--- src/rtl/pipelined_alu_core_if.sv ---
// Issue and result handshake bundle for pipelined_alu_core.
// The slave modport is the core side; the master modport is the driver/consumer side.
interface pipelined_alu_core_if #(
  parameter int DATA_W = 8,
  parameter int RA_W   = 3
);
  localparam int INSTR_W = 3 + 3 * RA_W;

  logic               in_valid;
  logic               in_ready;
  logic [INSTR_W-1:0] in_instr;
  logic               out_valid;
  logic               out_ready;
  logic [DATA_W-1:0]  out_data;
  logic [RA_W-1:0]    out_rd;
  logic               out_zero;
  logic               out_carry;

  modport master (
    output in_valid, in_instr, out_ready,
    input  in_ready, out_valid, out_data, out_rd, out_zero, out_carry
  );

  modport slave (
    input  in_valid, in_instr, out_ready,
    output in_ready, out_valid, out_data, out_rd, out_zero, out_carry
  );
endinterface

--- src/rtl/pipelined_alu_core.sv ---
// Two-stage in-order ALU core: ID register -> combinational RF read + ALU -> OUT register.
// The register file is written on the same edge the OUT register loads, so a dependent
// instruction accepted on that edge reads the new value without forwarding.
module pipelined_alu_core #(
  parameter  int DATA_W  = 8,
  parameter  int NREG    = 8,
  parameter  int ZERO_R0 = 0,
  parameter  int CNT_W   = 16,
  localparam int RA_W    = $clog2(NREG),
  localparam int INSTR_W = 3 + 3 * RA_W
) (
  input  logic                 clk,
  input  logic                 reset,
  pipelined_alu_core_if.slave  bus,
  input  logic [RA_W-1:0]      dbg_addr,
  output logic [DATA_W-1:0]    dbg_data,
  output logic [CNT_W-1:0]     retire_cnt
);

  typedef enum logic [2:0] {
    OP_ADD = 3'b000,
    OP_SUB = 3'b001,
    OP_AND = 3'b010,
    OP_OR  = 3'b011,
    OP_XOR = 3'b100,
    OP_SHL = 3'b101,
    OP_SHR = 3'b110,
    OP_LDI = 3'b111
  } op_e;

  logic [DATA_W-1:0]  rf [NREG];
  logic               id_valid;
  logic [INSTR_W-1:0] id_instr;
  op_e                id_op;
  logic [RA_W-1:0]    id_ra, id_rb, id_rd;
  logic [DATA_W-1:0]  op_a, op_b;
  logic [DATA_W:0]    wide;
  logic [DATA_W-1:0]  alu_result;
  logic               alu_carry, alu_zero;
  logic               advance, accept;
  logic               out_valid_q;
  logic [DATA_W-1:0]  out_data_q;
  logic [RA_W-1:0]    out_rd_q;
  logic               out_zero_q, out_carry_q;
  logic [CNT_W-1:0]   retire_q;
  logic               rd_writable;

  // Instruction field decode of the ID register
  always_comb begin
    id_op = op_e'(id_instr[INSTR_W-1 -: 3]);
    id_ra = id_instr[3*RA_W-1 -: RA_W];
    id_rb = id_instr[2*RA_W-1 -: RA_W];
    id_rd = id_instr[RA_W-1:0];
  end

  // Operand and debug reads; r0 is masked to zero when hard-wired
  always_comb begin
    op_a     = rf[id_ra];
    op_b     = rf[id_rb];
    dbg_data = rf[dbg_addr];
    if (ZERO_R0 != 0) begin
      if (id_ra == '0)    op_a     = '0;
      if (id_rb == '0)    op_b     = '0;
      if (dbg_addr == '0) dbg_data = '0;
    end
  end

  // ALU: result and per-result flags
  always_comb begin
    wide       = '0;
    alu_result = '0;
    alu_carry  = 1'b0;
    unique case (id_op)
      OP_ADD: begin
        wide       = {1'b0, op_a} + {1'b0, op_b};
        alu_result = wide[DATA_W-1:0];
        alu_carry  = wide[DATA_W];
      end
      OP_SUB: begin
        // the extra MSB of the widened difference is the borrow (A < B)
        wide       = {1'b0, op_a} - {1'b0, op_b};
        alu_result = wide[DATA_W-1:0];
        alu_carry  = wide[DATA_W];
      end
      OP_AND: alu_result = op_a & op_b;
      OP_OR:  alu_result = op_a | op_b;
      OP_XOR: alu_result = op_a ^ op_b;
      OP_SHL: begin
        alu_result = {op_a[DATA_W-2:0], 1'b0};
        alu_carry  = op_a[DATA_W-1];
      end
      OP_SHR: begin
        alu_result = {1'b0, op_a[DATA_W-1:1]};
        alu_carry  = op_a[0];
      end
      OP_LDI: alu_result = DATA_W'({id_ra, id_rb});
      default: ;
    endcase
    alu_zero = (alu_result == '0);
  end

  // Pipeline handshake
  always_comb begin
    advance      = id_valid && (!out_valid_q || bus.out_ready);
    bus.in_ready = !id_valid || advance;
    accept       = bus.in_valid && bus.in_ready;
    rd_writable  = !((ZERO_R0 != 0) && (id_rd == '0));
  end

  // ID stage register
  always_ff @(posedge clk or posedge reset) begin
    if (reset) begin
      id_valid <= 1'b0;
      id_instr <= '0;
    end else if (accept) begin
      id_valid <= 1'b1;
      id_instr <= bus.in_instr;
    end else if (advance) begin
      id_valid <= 1'b0;
    end
  end

  // OUT stage register, held while the consumer stalls
  always_ff @(posedge clk or posedge reset) begin
    if (reset) begin
      out_valid_q <= 1'b0;
      out_data_q  <= '0;
      out_rd_q    <= '0;
      out_zero_q  <= 1'b0;
      out_carry_q <= 1'b0;
    end else if (advance) begin
      out_valid_q <= 1'b1;
      out_data_q  <= alu_result;
      out_rd_q    <= id_rd;
      out_zero_q  <= alu_zero;
      out_carry_q <= alu_carry;
    end else if (out_valid_q && bus.out_ready) begin
      out_valid_q <= 1'b0;
    end
  end

  // Register file write-back on advance
  always_ff @(posedge clk or posedge reset) begin
    if (reset) begin
      rf <= '{default: '0};
    end else if (advance && rd_writable) begin
      rf[id_rd] <= alu_result;
    end
  end

  // Retire counter, wraps naturally
  always_ff @(posedge clk or posedge reset) begin
    if (reset) begin
      retire_q <= '0;
    end else if (advance) begin
      retire_q <= retire_q + CNT_W'(1);
    end
  end

  // Output port mapping
  always_comb begin
    bus.out_valid = out_valid_q;
    bus.out_data  = out_data_q;
    bus.out_rd    = out_rd_q;
    bus.out_zero  = out_zero_q;
    bus.out_carry = out_carry_q;
    retire_cnt    = retire_q;
  end

endmodule

--- src/flat_wrapper.sv ---
// flat-port wrapper written by rule: the top's interface ports become plain ports
module pipelined_alu_core_flat 
#(
  parameter  int DATA_W  = 8,
  parameter  int NREG    = 8,
  parameter  int ZERO_R0 = 0,
  parameter  int CNT_W   = 16,
  localparam int RA_W    = $clog2(NREG),
  localparam int INSTR_W = 3 + 3 * RA_W
)
  (clk, reset, dbg_addr, dbg_data, retire_cnt, bus_in_valid, bus_in_instr, bus_out_ready, bus_in_ready, bus_out_valid, bus_out_data, bus_out_rd, bus_out_zero, bus_out_carry);
  pipelined_alu_core_if #(.DATA_W(DATA_W), .RA_W((3))) bus_i ();
  input  logic clk;
  input  logic reset;
  input  logic [RA_W-1:0] dbg_addr;
  output logic [DATA_W-1:0] dbg_data;
  output logic [CNT_W-1:0] retire_cnt;
  input wire logic [$bits(bus_i.in_valid)-1:0] bus_in_valid;
  input wire logic [$bits(bus_i.in_instr)-1:0] bus_in_instr;
  input wire logic [$bits(bus_i.out_ready)-1:0] bus_out_ready;
  output wire logic [$bits(bus_i.in_ready)-1:0] bus_in_ready;
  output wire logic [$bits(bus_i.out_valid)-1:0] bus_out_valid;
  output wire logic [$bits(bus_i.out_data)-1:0] bus_out_data;
  output wire logic [$bits(bus_i.out_rd)-1:0] bus_out_rd;
  output wire logic [$bits(bus_i.out_zero)-1:0] bus_out_zero;
  output wire logic [$bits(bus_i.out_carry)-1:0] bus_out_carry;
  assign bus_i.in_valid = bus_in_valid;
  assign bus_i.in_instr = bus_in_instr;
  assign bus_i.out_ready = bus_out_ready;
  assign bus_in_ready = bus_i.in_ready;
  assign bus_out_valid = bus_i.out_valid;
  assign bus_out_data = bus_i.out_data;
  assign bus_out_rd = bus_i.out_rd;
  assign bus_out_zero = bus_i.out_zero;
  assign bus_out_carry = bus_i.out_carry;
  pipelined_alu_core #(.DATA_W(DATA_W), .NREG(NREG), .ZERO_R0(ZERO_R0), .CNT_W(CNT_W)) u_core (.clk(clk), .reset(reset), .bus(bus_i), .dbg_addr(dbg_addr), .dbg_data(dbg_data), .retire_cnt(retire_cnt));
endmodule
--- config.mk ---
export PLATFORM = sky130hd
export DESIGN_NAME = pipelined_alu_core_flat
export DESIGN_NICKNAME = d
export VERILOG_FILES = /design/src/rtl/pipelined_alu_core_if.sv /design/src/rtl/pipelined_alu_core.sv /design/src/flat_wrapper.sv
export SDC_FILE = /design/constraint.sdc
export NUM_CORES = 1
export LEC_CHECK = 0
export CAP_MARGIN = 20
export CORE_ASPECT_RATIO = 1.25
export CORE_MARGIN = 10
export CORE_UTILIZATION = 39
export CTS_BUF_LIST = sky130_fd_sc_hd__clkbuf_8
export DETAILED_ROUTE_END_ITERATION = 7
export GPL_ROUTABILITY_DRIVEN = 0
export PLACE_DENSITY = 0.68
export SKIP_CTS_REPAIR_TIMING = 1
export SYNTH_ARGS = -nofsm -noshare
export SYNTH_HDL_FRONTEND = slang
export SYNTH_SLANG_ARGS = --single-unit
--- constraint.sdc ---
create_clock -name clk -period 4.8 [get_ports clk]
set_input_delay 0.96 -clock clk [delete_from_list [all_inputs] [get_ports clk]]
set_output_delay 0.96 -clock clk [all_outputs]
set_load 0.02 [all_outputs]
==> results.md <==
* Result of the run: finished clean
* CP Data Required Time at 5.04 ns
* Number of global-route vias before repair at 5462
* Via density per instance at 5.903
* Wl on met1 at 7141 um
* Final global-route overflow total at 0
* Post-layout instance count excluding filler cells at 915
* Top_reg_cell synth: sky130_fd_sc_hd__dfrtp_1
* Max FO, Critical Path at 13
* Count of port buffers added during placement at 57
* Synthesized instance count at 643
* Reg2Reg Capture Point: u_core.rf[23]
* Area of the mapped netlist at 6838 sq um
* Post-route clock skew at 0.01833 ns
* Static leakage at 0.003342 uW
* # DRC at 0
* Crit path to: u_core.rf[23]
* Tmin final at 4.171 ns
* Maximum clock frequency at 239.8 MHz
* Count of boundary I/O pins at 58
* Core Rows at 54
* Clock Latency Late Sink at 0.37 ns
* VDD IR max at 0.0003110 V
* Relative slew slack at 40.57%
* Count of max-cap constraint violations at 0
* Horizontal die dimension at 138.4 um
* Worst-margin pin slew at 0.8914 ns
* Post-Route Setup TNS at 0 ns
* Largest net degree at the start of global routing at 72
* Endpoint type of the worst setup path: flop
* Vias at 5401
* Post-Place Cell Area at 7672 sq um
* Met2 routed wirelength at 9720 um
* CTS clk-pin slew, worst paths at 0.11 ns
* Final period utilization at 86.89%
* Synth warn at 0
* Height of the die at 168.0 um
* Placeable core area at 17360 sq um
* Clk sink count at 107
* Met3 Wirelength at 1127 um
* Number of buffers between clock root and the deepest sink at 2
* Worst reg-to-reg setup slack at 0.63 ns
* Max Transition Viols Final at 0
* RSZ-0062 raised after global routing: false
* Htree depth at 3
* # nets final at 732
* Num CTS Buffers at 9
* Routed WL per cell at 20.50 um
* Final worst-path setup slack at 0.6293 ns
* Total Power Consumption at 5206 uW
* Reg-to-reg critical path startpoint: u_core.id_instr[7]
* Dpl ws at 0.6663 ns
* Hold/Removal Path Class: reg -> reg
* Critical path class: reg -> reg
* Launching instance or port of the critical path: u_core.id_instr[7]
* Initial DRC Count at 442
* Fraction of layout cells with a size suffix above 1 at 18.23%
* Cell count of the worst reg-to-reg path at 11
* Post-layout instance area at 7901 sq um
* Final setup violation count at 0
* Part of the Yosys area used for sequential elements at 39.16%
* Sort of element at the start of the critical path: flop
* Detailed placement HPWL at 14360 um
* Highest routing layer actually used: met4
* Total die area at 23260 sq um
* Number of hold-slack violations in the final timing report at 0
* Total track usage at 15.71%
* Clk Tree Root Cell: sky130_fd_sc_hd__clkbuf_8
* First drt pass iteration count at 5
* Number of synthesized flops with an enable pin at 0
* Number of inserted diodes at 0
* Post-synthesis net count at 689
* Layout overhead on the synthesized area at 15.55%
* Number of distinct library cells after synthesis at 70
* Ratio of total power to cell area at 658.8 nW/um^2
* Antenna violations before repair at 0
* Arrival time worst endpoint at 4.41 ns
* Starting Density at 39.38%
* Wire length of the first global-routing pass at 30110 um
* Wirelength, routed at 18760 um
* Flip-flop and latch count after synthesis at 107
* Total instance count after detailed placement at 899
* Syn avg cell area at 10.63 sq um
* Post-synth ARST share at 100.0%
* Antenna Violating Nets Remaining at 0
* TritonCTS clock tree: built
-- area by class of cell --
class | count | area (sq um)
clock buffers | 10 | 137.6
multi-input cells | 459 | 3867
flip-flops and latches | 107 | 2678
repair buffers | 78 | 728.2
inverters | 31 | 118.9
well taps | 224 | 280.3
clock inverters | 6 | 91.34
fillers | 1562 | 9463
-- worst min path at each step --
stage | start | endpoint | slack, ns | depth (start not counted)
6_report | u_core.retire_cnt[15] | u_core.retire_cnt[15] | 0.50 | 1
2_1_floorplan | u_core.id_valid | u_core.bus.out_valid | 0.47 | 1
3_5_place_dp | u_core.bus.out_data[4] | u_core.bus.out_data[4] | 0.48 | 2
5_1_grt | u_core.retire_cnt[11] | u_core.retire_cnt[11] | 0.52 | 1
4_1_cts | u_core.bus.out_rd[0] | u_core.bus.out_rd[0] | 0.50 | 2
3_3_place_gp | u_core.retire_cnt[15] | u_core.retire_cnt[15] | 0.46 | 1
-- registers in the layout, summed over array words and instances, names as in the netlist, 3 cells and up --
signal               count
u_core.bus.out_data      8
u_core.bus.out_rd        3
u_core.retire_cnt       16
u_core.rf               64
u_core.id_instr         12
-- worst max-delay path, cell delays in order (launching register included) --
cell	delay, ns
sky130_fd_sc_hd__dfrtp_1	0.73
sky130_fd_sc_hd__buf_4	0.23
sky130_fd_sc_hd__mux2i_1	0.07
sky130_fd_sc_hd__mux4_2	0.53
sky130_fd_sc_hd__ha_1	0.42
sky130_fd_sc_hd__or3_1	0.44
sky130_fd_sc_hd__a311o_1	0.39
sky130_fd_sc_hd__a211oi_1	0.35
sky130_fd_sc_hd__nor4b_1	0.10
sky130_fd_sc_hd__nor4_1	0.24
sky130_fd_sc_hd__and2_1	0.40
sky130_fd_sc_hd__o21ai_1	0.13
-- Yosys cell counts, drive strengths merged, types with 4 or more instances --
master,count,share of area [%]
dfrtp,107,39
nand2,72,4.0
o21ai,50,3.7
mux4,45,15
mux2,38,6.3
nor2,37,2.0
clkbuf,34,1.9
a21oi,29,2.2
inv,29,1.6
ha,25,4.6
mux2i,21,3.1
nor3,13,0.95
xnor2,13,1.7
buf,12,0.90
nand2b,10,0.91
nand3,9,0.66
nand4,9,0.82
a31oi,6,0.55
nor2b,6,0.55
a211oi,5,0.62
a21o,4,0.44
and2,4,0.37
and3,4,0.37
nor4,4,0.37
-- cell usage in the layout, fill, tap and decap left out, drive strengths merged, types with 3 or more instances in the layout --
| cell type | netlist | layout |
|---|---|---|
| nor2 | 37 | 37 |
| or3 | 3 | 3 |
| and2 | 4 | 4 |
| inv | 29 | 32 |
| nor2b | 6 | 6 |
| xnor2 | 13 | 13 |
| a21oi | 29 | 29 |
| mux4 | 45 | 45 |
| nor3 | 13 | 13 |
| a21o | 4 | 4 |
| o21ai | 50 | 50 |
| a22oi | 3 | 3 |
| a31oi | 6 | 6 |
| dfrtp | 107 | 107 |
| clkdlybuf4s50 | 0 | 57 |
| nor4 | 4 | 4 |
| mux2 | 38 | 38 |
| xor2 | 3 | 3 |
| nand3 | 9 | 9 |
| ha | 25 | 25 |
| and3 | 4 | 4 |
| mux2i | 21 | 21 |
| o22ai | 3 | 3 |
| clkbuf | 34 | 10 |
| nand4 | 9 | 9 |
| nand2 | 72 | 72 |
| nor4b | 3 | 3 |
| buf | 12 | 21 |
| nand2b | 10 | 10 |
| o211ai | 3 | 3 |
| a211oi | 5 | 5 |
| clkinv | 2 | 3 |
-- cell families (layout without fill, tap and decap cells) --
family	after synthesis	after routing	synth area share, %
and+or+nand+nor	182	182	12.63
buffers and inverters	77	125	4.465
DFF	107	107	39.16
xor gates and xnor gates	16	16	2.049
muxes	104	104	24.21
adders and majority gates	27	27	5.160
AOI/OAI and AO/OA	130	130	12.33
-- stage by stage --
| stage | hold slack (ns) | utilization, % |
|---|---|---|
| after floorplan | 0.4711 | - |
| after global placement | 0.4610 | 44.19 |
| after detailed placement | 0.4750 | 44.19 |
| after CTS | 0.5023 | 45.50 |
| after global routing | 0.5208 | 45.50 |
| final | 0.4974 | 45.50 |
-- routing by layer --
layer,GRT usage (%),vias up
met5,0,-
met4,7.943,0
met3,3.546,42
met2,27.78,210
met1,17.31,2715
li1,-,2434
-- where the power goes --
group | switching [uW] | internal [uW] | leakage, uW | total, uW
Clock | 322 | 313 | 0.000118 | 635
Sequential | 412 | 1240 | 0.00132 | 1650
Combinational | 1580 | 1340 | 0.00191 | 2920
Total | 2310 | 2890 | 0.00334 | 5210
No activity file was read; power rests on OpenSTA's default activity.
